<file path="src/rtl/ifetch_buffer.sv">
// ifetch_buffer: sequential fetch front end with a PC-tagged FIFO and redirect flush.
// Optional performance counters: define IFETCH_BUFFER_PERF_EN.
module ifetch_buffer #(
    parameter int unsigned DEPTH    = 4,
    parameter logic [31:0] RESET_PC = 32'h0000_0000
) (
    input  logic        clk,
    input  logic        rst,
    output logic        mem_req_valid,
    output logic [31:0] mem_req_addr,
    input  logic        mem_req_ready,
    input  logic        mem_resp_valid,
    input  logic [31:0] mem_resp_data,
    input  logic        redirect_valid,
    input  logic [31:0] redirect_pc,
    output logic        out_valid,
    output logic [31:0] out_inst,
    output logic [31:0] out_pc,
    input  logic        out_ready
`ifdef IFETCH_BUFFER_PERF_EN
    ,
    output logic [31:0] perf_fetch_cnt,
    output logic [31:0] perf_flush_cnt
`endif
);

    localparam int unsigned AW = $clog2(DEPTH);
    localparam int unsigned CW = AW + 1;

    localparam logic [1:0] S_IDLE = 2'd0;
    localparam logic [1:0] S_WAIT = 2'd1;
    localparam logic [1:0] S_DROP = 2'd2;

    logic [1:0]    r_state;
    logic [1:0]    w_state_nxt;
    logic [31:0]   r_fetch_pc;
    logic [31:0]   r_inst [DEPTH];
    logic [31:0]   r_pc   [DEPTH];
    logic [AW-1:0] r_wr_ptr;
    logic [AW-1:0] r_rd_ptr;
    logic [CW-1:0] r_count;

    logic          w_inflight;
    logic [CW-1:0] w_used;
    logic          w_credit;
    logic          w_resp_live;
    logic          w_issue_slot;
    logic          w_accept;
    logic          w_push;
    logic          w_pop;
    logic [31:0]   w_resp_pc;

    assign w_inflight   = (r_state == S_WAIT);
    assign w_used       = r_count + CW'(w_inflight);
    assign w_credit     = (w_used < CW'(DEPTH));
    assign w_resp_live  = mem_resp_valid && ((r_state == S_WAIT) || (r_state == S_DROP));
    assign w_issue_slot = (r_state == S_IDLE) || w_resp_live;

    assign mem_req_valid = w_issue_slot && w_credit && !redirect_valid && !rst;
    assign mem_req_addr  = r_fetch_pc;
    assign w_accept      = mem_req_valid && mem_req_ready;

    // fetch_pc has already advanced past the single outstanding request while in WAIT
    assign w_resp_pc = r_fetch_pc - 32'd4;
    assign w_push    = (r_state == S_WAIT) && mem_resp_valid && !redirect_valid;

    assign out_valid = !rst && (r_count != '0);
    assign out_inst  = rst ? '0 : r_inst[r_rd_ptr];
    assign out_pc    = rst ? '0 : r_pc[r_rd_ptr];
    assign w_pop     = out_valid && out_ready && !redirect_valid;

    always_comb begin
        w_state_nxt = r_state;
        if (r_state == 2'd3) begin
            w_state_nxt = S_IDLE;
        end else if (redirect_valid) begin
            if (w_resp_live) begin
                w_state_nxt = S_IDLE;
            end else if (r_state == S_WAIT) begin
                w_state_nxt = S_DROP;
            end
        end else if (w_accept) begin
            w_state_nxt = S_WAIT;
        end else if (w_resp_live) begin
            w_state_nxt = S_IDLE;
        end
    end

    always_ff @(posedge clk) begin
        if (rst) begin
            r_state    <= S_IDLE;
            r_fetch_pc <= RESET_PC;
            r_wr_ptr   <= '0;
            r_rd_ptr   <= '0;
            r_count    <= '0;
            for (int unsigned i = 0; i < DEPTH; i++) begin
                r_inst[i] <= '0;
                r_pc[i]   <= '0;
            end
        end else begin
            r_state <= w_state_nxt;
            if (redirect_valid) begin
                r_fetch_pc <= redirect_pc & 32'hFFFF_FFFC;
                r_wr_ptr   <= '0;
                r_rd_ptr   <= '0;
                r_count    <= '0;
            end else begin
                if (w_accept) begin
                    r_fetch_pc <= r_fetch_pc + 32'd4;
                end
                if (w_push) begin
                    r_inst[r_wr_ptr] <= mem_resp_data;
                    r_pc[r_wr_ptr]   <= w_resp_pc;
                    r_wr_ptr         <= r_wr_ptr + 1'b1;
                end
                if (w_pop) begin
                    r_rd_ptr <= r_rd_ptr + 1'b1;
                end
                if (w_push && !w_pop) begin
                    r_count <= r_count + 1'b1;
                end else if (!w_push && w_pop) begin
                    r_count <= r_count - 1'b1;
                end
            end
        end
    end

    // The credit rule makes a push into a full FIFO unreachable
    a_no_push_full : assert property (@(posedge clk) disable iff (rst)
        !(w_push && (r_count == CW'(DEPTH))));

`ifdef IFETCH_BUFFER_PERF_EN
    logic [31:0] r_perf_fetch;
    logic [31:0] r_perf_flush;
    logic        w_drop_resp;

    assign w_drop_resp = mem_resp_valid &&
                         ((r_state == S_DROP) || ((r_state == S_WAIT) && redirect_valid));

    always_ff @(posedge clk) begin
        if (rst) begin
            r_perf_fetch <= '0;
            r_perf_flush <= '0;
        end else begin
            r_perf_fetch <= r_perf_fetch + 32'(w_accept);
            r_perf_flush <= r_perf_flush + 32'(redirect_valid) + 32'(w_drop_resp);
        end
    end

    assign perf_fetch_cnt = r_perf_fetch;
    assign perf_flush_cnt = r_perf_flush;
`endif

endmodule
</file>
<file path="config.mk">
export PLATFORM = sky130hd
export DESIGN_NAME = ifetch_buffer
export DESIGN_NICKNAME = d
export VERILOG_FILES = /design/src/rtl/ifetch_buffer.sv
export SDC_FILE = /design/constraint.sdc
export NUM_CORES = 1
export LEC_CHECK = 0
export ABC_AREA = 1
export CAP_MARGIN = 20
export CELL_PAD_IN_SITES_DETAIL_PLACEMENT = 1
export CELL_PAD_IN_SITES_GLOBAL_PLACEMENT = 1
export CORE_MARGIN = 1.5
export CORE_UTILIZATION = 36
export CTS_CLUSTER_SIZE = 14
export DETAILED_ROUTE_END_ITERATION = 16
export PLACE_DENSITY = 0.68
export SLEW_MARGIN = 25
export SYNTH_ARGS = -nofsm -noshare
export SYNTH_HDL_FRONTEND = slang
export SYNTH_SLANG_ARGS = --single-unit
</file>
<file path="constraint.sdc">
create_clock -name clk -period 9.6 [get_ports clk]
set_clock_uncertainty 0.2 [all_clocks]
set_input_delay 1.92 -clock clk [delete_from_list [all_inputs] [get_ports clk]]
set_output_delay 1.92 -clock clk [all_outputs]
set_load 0.01 [all_outputs]
</file>
# ---- After elaboration in Yosys (flattened, before gate mapping)
# Memory sizes are Yosys's and may differ from the RTL's. A register that Yosys moved wholly into a read port is not among the register bits.
# Index checks and enable logic that the tools add are counted.
# Widths: inputs -> output; s select.
dict set report totals {
  output_inout_bits 98
  register_bits 41
  ram_bits 256
  word_cells 75
  input_bits 70
  n_memories 2
}
# memory depth word_bits rd rd_clocked_by_memory_dff write_ports line_no
set memory_table {}
lappend memory_table {r_inst 4 32 1 1 4 37} ;# logic [31:0] r_inst [DEPTH];
lappend memory_table {r_pc 4 32 1 1 4 38} ;# logic [31:0] r_pc [DEPTH];
dict set report classes {
  add_sub_neg 7
  muxes 27
  eq_ne 4
  magnitude_cmp 1
  n_reduce_logical 28
}
# cell count
set op_table {}
lappend op_table {{$mux 32} 6}
lappend op_table {{$reduce_or 32->1} 2}
lappend op_table {{$add 32x3->32 const B} 1}
lappend op_table {{$sub 32x3->32 const B} 1}
lappend op_table {{$mux 2} 11}
lappend op_table {{$logic_and 1x1->1} 12}
lappend op_table {{$mux 1} 8}
lappend op_table {{$mux 3} 2}
lappend op_table {{$reduce_bool 3->1} 2}
lappend op_table {{$add 2x1->2 const B} 2}
lappend op_table {{$eq 2x2->1 const B} 2}
lappend op_table {{$logic_not 1->1} 4}
lappend op_table {{$reduce_bool 2->1} 2}
lappend op_table {{$reduce_or 2->1} 2}
lappend op_table {{$add 3x1->3} 1}
lappend op_table {{$add 3x1->3 const B} 1}
lappend op_table {{$lt 3x3->1 const B} 1}
lappend op_table {{$ne 3x1->1 const B} 1}
lappend op_table {{$sub 3x1->3 const B} 1}
lappend op_table {{$eq 2x1->1 const B} 1}
lappend op_table {{$logic_not 2->1} 1}
lappend op_table {{$logic_or 1x1->1} 2}
lappend op_table {{$reduce_and 2->1} 1}

# ---- Longest topological paths before layout
# Gate-level depths: netlist of run 1.
dict set report depth {
  word_depth 10
  ltp_mapped 13
  mapped_depth_nobuf 13
}

# ---- Worst setup path after synthesis of run 1
# No wires, ideal clock.
dict set report synth_timing {
  path_kind {input to register}
  start {in redirect_valid}
  end {mem r_inst[3][0], enable pin}
  setup_time_ns 0.568
  path_buffers 1
  path_slack_ns 2.095
  stages 4
  t_required_ns 8.832
  arrival_time_ns 6.737
  cell_sequence {buf_2 > nor2_1 > nand2_1 > o21ai_0}
}
# element line_no
set synth_rtl {}
lappend synth_rtl {{start: declaration} 14} ;# input logic redirect_valid,
lappend synth_rtl {{end: declaration} 37}

# ---- Worst setup path after layout of run 1
dict set report layout_timing {
  start {in rst}
  end {out out_pc[15]}
}
dict set report layout_via {
  elab_chain_cells 1
}
# element line_no
set layout_rtl {}
lappend layout_rtl {{start: declaration} 8} ;# input logic rst,
lappend layout_rtl {{$mux 32} 69} ;# assign out_pc = rst ? '0 : r_pc[r_rd_ptr];
lappend layout_rtl {{end: declaration} 18} ;# output logic [31:0] out_pc,
# Every way passes these cells.

==> flow_summary.toml, run 1 <==
[routing]
wire_per_inst_um = 19.05
first_pass_iters = 5
num_vias = 11930
postRouteAntennaNets = 0
wirelength_mm = 44.86
drtIter0Drc = 665
drc = 0
vias_per_cell = 5.066

[die]
start_util = 0.3681
fp.dieH_um = 205.2
core.rowCount = 73
die_area_mm2 = 0.04213
die_w_um = 205.2
ios = 168
fp.coreArea_mm2 = 0.04001

[pwr]
peakVddDrop_mv = 0.1215
swShare = 0.2469
intPower_mw = 2.168
power_frac_seq = 0.500
clockPowerShare = 0.403
p_sw_uw = 710.6
p_comb_frac = 0.096
powerDensity_mw_per_mm2 = 163.6
p_leak_nw = 6.505

[clocking]
cts_tree = "yes"
clock_latency_ns = 0.51
clk_pin_slew_ns = 0.05
cts_resized = 0
clock_path_buffers = 3
cts_sinks = 289
cts_buffers = 34
clockRootBuffer = "clkbuf_16"
hold_buffers = 0
cts.htree.levels = 2
cts_setup_buffers = 0

[global_routing]
grt_max_degree = 97
grt_pass1_wl_mm = 70.36
grt_pass1_vias = 12850
overflow = 0
antenna_found_initial = 0
track_usage = 0.2164

[sta]
max_freq_mhz = 164.9
drv_slew = 0
fin_ws_ns = 3.537
setup_viol = 0
hold_violations = 0
worstMarginPinSlew_ns = 1.010
rsz0062_at_grt = "no"
layout_min_cycle_time_ns = 6.063
fin_setup_tns_ns = 0
slew_headroom = 0.3265
period_share = 0.6316

[placed_design]
preCtsSetupSlack_ns = 3.533
io_buffers = 161
globalplace.congestion = 0.8122
dpl.hpwl_mm = 27.09
place_inst = 2298

[synth]
synth_xor_area_frac = 0.01665
synth_compound_gate_area_share = 0.08369
synthAdderAreaFrac = 0.006458
synth-async-reset-ratio = 0
synth_cell_type_count = 38
netlist_top_cells_count = "547 x nor2_1, 248 x edfxtp_1, 218 x nand2_1, 139 x o21ai_0, 95 x a21oi_1"
synth_top_family_by_area = "simple AND/OR/NAND/NOR gates"
netlist_instances = 1703
synth_area_mm2 = 0.01473
synth_area_leaders = "edfxtp_1 51%, nor2_1 14%, dfxtp_1 5.6%, nand2_1 5.6%, o21ai_0 4.7%"
yosys_warnings = 0
yosys.area_share.simple = 0.2657
synthMuxAreaShare = 0
synth_seq_cells = 289
yosysMostFrequentCell = "nor2_1"
synth_top_area_frac = 0.5057
synth-edff-count = 248
synth_ff_type = "edfxtp_1"
avgSynthCellArea_um2 = 8.647
yosysSeqAreaShare = 0.5615
synth_top_cell_by_area = "edfxtp_1"

[final_layout]
nets = 1886
final_util = 0.4400
antennaDiodeCount = 0
drive_above_1_share = 0.07923
syn2layout_area_growth_pct = 19.53
finalNonFillerCells = 2355

[worst_setup_path]
cp.required_ns = 7.48
crit_arrival_ns = 3.94
critPathLaunchType = "input port"
setup.worst_path.class = "in -> out"
crit_fanout = 60
crit_path_end_kind = "primary output"

[status]
outcome = "finished, final reports clean"

[flow_run]
maxCapViolCount = 0

[hold_path]
hold_path_class = "reg -> reg"
## cell type report
type                    instances  area, µm²
flip-flops and latches        289       8273
inverters                     114      434.2
well taps                     525      656.9
clock inverters                19      86.33
fillers                      4669      22410
clock buffers                  38      887.1
repair buffers                173       1703
multi-input cells            1197       5560
## registers in the layout, summed over array words and instances, names as in the netlist, named ones only
signal	count
r_wr_ptr	2
r_pc	120
mem_req_addr	30
r_rd_ptr	2
r_inst	128
r_count	3
r_state	2
## power by group through the flow
stage | Combinational, mW | Clock, mW | Sequential (mW)
global placement | 0.274 | 0 | 1.46
CTS | 0.282 | 1.19 | 1.44
floorplan | 0.165 | 0 | 1.45
finish | 0.278 | 1.16 | 1.44
detailed placement | 0.280 | 0 | 1.47
global route | 0.307 | 1.24 | 1.44
## critical path: stages
cell             delay (ns)
buf_4                  0.68
buf_4                  0.55
a21oi_1                0.20
clkdlybuf4s50_1        0.53
## per-layer routing
layer / up-vias / GRT usage / part of all wire
met5: - / 0 / 0
met4: 0 / 0.05787 / 0.023
met3: 67 / 0.02566 / 0.042
met2: 275 / 0.3872 / 0.50
met1: 5811 / 0.2757 / 0.44
li1: 5777 / - / -
## worst paths after layout
check / from / endpoint / slack (ns) / cells after the start
max: rst / out_pc[15] / 3.54 / 4
min: r_rd_ptr[1]$_SDFFE_PP0P_ / flip-flop / 0.26 / 2
max reg2reg: r_state[1]$_SDFFE_PP0P_ / r_pc[0][31]$_SDFFCE_PN0P_ / 6.38 / 9
min reg2reg: r_rd_ptr[1]$_SDFFE_PP0P_ / flip-flop / 0.26 / 2
## cell usage in the layout, fill, tap and decap left out, drive strengths merged
cell type	synthesis	layout
clkdlybuf4s50	0	160
xor2	22	22
nor3	37	37
nand4	11	11
inv	109	108
nand3	60	60
nor2	576	576
clkinvlp	0	1
clkinv	5	24
xnor2	6	6
buf	57	13
dfxtp	41	41
clkbuf	49	38
nand3b	4	4
a21oi	95	95
nand2	226	226
edfxtp	248	248
ha	6	6
o21ai	144	144
fa	1	1
a31oi	1	1
a21boi	4	4
conb	1	4
## through the flow
step                hold WS [ns]  cell area (µm²)  power [mW]
CTS                       0.2677            17590       2.912
global placement          0.2483            16600       1.738
floorplan                 0.2356            14740       1.619
detailed placement        0.2569            16610       1.746
finish                    0.2630            17600       2.879
global route              0.2911            17600       2.987
## cells by family after synthesis
family                   count (synthesis)
AO/OA/AOI/OAI                          244
other                                    1
buffers and inverters                  220
XOR/XNOR                                28
AND/OR/NAND/NOR                        914
adder cells (fa/ha/maj)                  7
flip-flops                             289
Note: power is estimated with default switching activity, not from simulation.
==> run 2: changes to the inputs <==
==> constraint.sdc (replaced) <==
create_clock -name clk -period 5.9 [get_ports clk]
set_clock_uncertainty 0.2 [all_clocks]
set_input_delay 1.18 -clock clk [delete_from_list [all_inputs] [get_ports clk]]
set_output_delay 1.18 -clock clk [all_outputs]
set_load 0.01 [all_outputs]
==> run 2 against run 1 <==
Sequential power up 62%. Combinational power up 64%. Clock power up 80%. Setup slack worse by 2.4 ns. Die area unchanged. Wire length up 1.4%. Critical path type is now reg -> out. Largest cell class unchanged.
==> flow_summary.toml, run 2 (synthesis gave the netlist of run 1 again) <==
[status]
outcome = "finished, final reports clean"

[sta]
drv_slew = 0
fin_ws_ns = 1.156
worstMarginPinSlew_ns = 0.9845
layout_min_cycle_time_ns = 4.744
hold_violations = 0
fin_setup_tns_ns = 0
rsz0062_at_grt = "no"
setup_viol = 0
slew_headroom = 0.3436
max_freq_mhz = 210.8
whs_ns = 0.2764
period_share = 0.8041

[pwr]
p_leak_nw = 6.585
intPower_mw = 3.702
p_comb_frac = 0.093
p_sw_mw = 1.184
clockPowerShare = 0.427
power_frac_seq = 0.479
powerDensity_mw_per_mm2 = 275.3
swShare = 0.2423
p_total_mw = 4.886
peakVddDrop_mv = 0.1676

[routing]
wire_per_inst_um = 19.24
drtIter0Drc = 578
vias_per_cell = 5.117
first_pass_iters = 5
wirelength_mm = 45.50
postRouteAntennaNets = 0
drc = 0
num_vias = 12100

[global_routing]
grt_max_degree = 69
overflow = 0
antenna_found_initial = 0
grt_pass1_wl_mm = 71.14
grt_pass1_vias = 12920
track_usage = 0.2192

[worst_setup_path]
crit_arrival_ns = 3.36
r2r_start = "r_state[1]$_SDFFE_PP0P_"
worst-path-buf-inv = 3
setup.worst_path.class = "reg -> out"
crit_path_end_kind = "primary output"
rr_worst_depth = 7
path_depth = 5
slowest_delay_ns = 0.81
critPathLaunchType = "flip-flop"
crit_fanout = 58
r2r_setup_slack_ns = 2.85
path_cells = "inv_2 -> buf_4 -> o21ai_0 -> a21oi_1 -> clkdlybuf4s50_1"
critical-path-top-delay-family = "buffers and inverters"
cp.required_ns = 4.52
r2r_end = "r_inst[2][5]$_SDFFCE_PN0P_"
slowest_stage = "inv_2"

[clocking]
hold_buffers = 0
clock_latency_ns = 0.51
clock_path_buffers = 3
cts_sinks = 289
cts.htree.levels = 2
clockRootBuffer = "clkbuf_16"
cts_buffers = 35
clk_pin_slew_ns = 0.05
cts_tree = "yes"
cts_setup_buffers = 0
cts_resized = 0

[hold_path]
hold_path_class = "reg -> reg"
hold_start = "r_rd_ptr[0]$_SDFFE_PP0P_"
hold-path-cell-count = 1

[placed_design]
place_inst = 2304
place_area_mm2 = 0.01665
dpl.hpwl_mm = 28.39
globalplace.congestion = 0.8253
preCtsSetupSlack_ns = 1.595
io_buffers = 161

[die]
ios = 168
fp.dieH_um = 205.2
core.rowCount = 73
start_util = 0.3681
fp.coreArea_mm2 = 0.04001
die_area_mm2 = 0.04213
die_w_um = 205.2

[final_layout]
antennaDiodeCount = 0
top_register = "r_inst"
largest_register_ffs = 128
most-common-layout-cells = "547 x nor2_1, 248 x edfxtp_1, 215 x nand2_1"
drive_above_1_share = 0.08374
nets = 1893
syn2layout_area_growth_pct = 20.51
fillers = 4721
final_util = 0.4436
finalNonFillerCells = 2364
stdcell_area_mm2 = 0.01775
layout_commonest_cell = "nor2_1"

[flow_run]
maxCapViolCount = 0
## run 2: changes by cell type in the layout (fill, tap and decap cells not counted), moves of 2 or more
cell / delta
nand2_2: +3
buf_4: +5
clkbuf_1: +3
buf_12: +2
nand2_8: -3
clkinv_1: -3
clkinv_2: -3
bufinv_16: +3
## run 2: worst max-delay path by stage
stage                   startpoint                       to  slack [ns]
finish                   flip-flop             out_inst[11]        1.16
global route             flip-flop             out_inst[20]        0.93
CTS                      flip-flop             out_inst[27]        1.06
detailed placement  redirect_valid  r_inst[3][10]$_DFFE_PP_        1.60
global placement    redirect_valid  r_inst[3][10]$_DFFE_PP_        1.61
floorplan           redirect_valid   r_inst[3][0]$_DFFE_PP_        0.81
## run 2: layer usage
layer / up-vias / global-route usage / wire length [µm]
met5: - / 0 / 0
met4: 0 / 0.06335 / 1085
met3: 62 / 0.02534 / 1548
met2: 241 / 0.3936 / 22870
met1: 6003 / 0.2764 / 19990
li1: 5790 / - / -
## run 2: worst register-to-register path: stages, from the launching register on
cell	delay (ns)
dfxtp_1	0.31
inv_1	0.09
ha_1	0.22
nand2_1	0.13
nor2_4	0.40
nand3_2	0.37
nand2_2	0.13
buf_4	0.78
## run 2: power groups by stage
stage | clock [mW] | combinational [mW] | sequential (mW)
after floorplan | 0 | 0.269 | 2.36
after global placement | 0 | 0.452 | 2.38
after detailed placement | 0 | 0.462 | 2.38
after CTS | 2.13 | 0.464 | 2.34
after global routing | 2.20 | 0.506 | 2.35
final | 2.09 | 0.456 | 2.34
## run 2: cell type report
cell class / count / area [µm²] / area share
clock buffer: 42 / 923.4 / 0.05203
clock inverter: 18 / 171.4 / 0.009659
inverter: 114 / 432.9 / 0.02440
multi-input combinational: 1197 / 5519 / 0.3110
sequential: 289 / 8273 / 0.4662
tap: 525 / 656.9 / 0.03702
timing repair buffer: 179 / 1769 / 0.09970
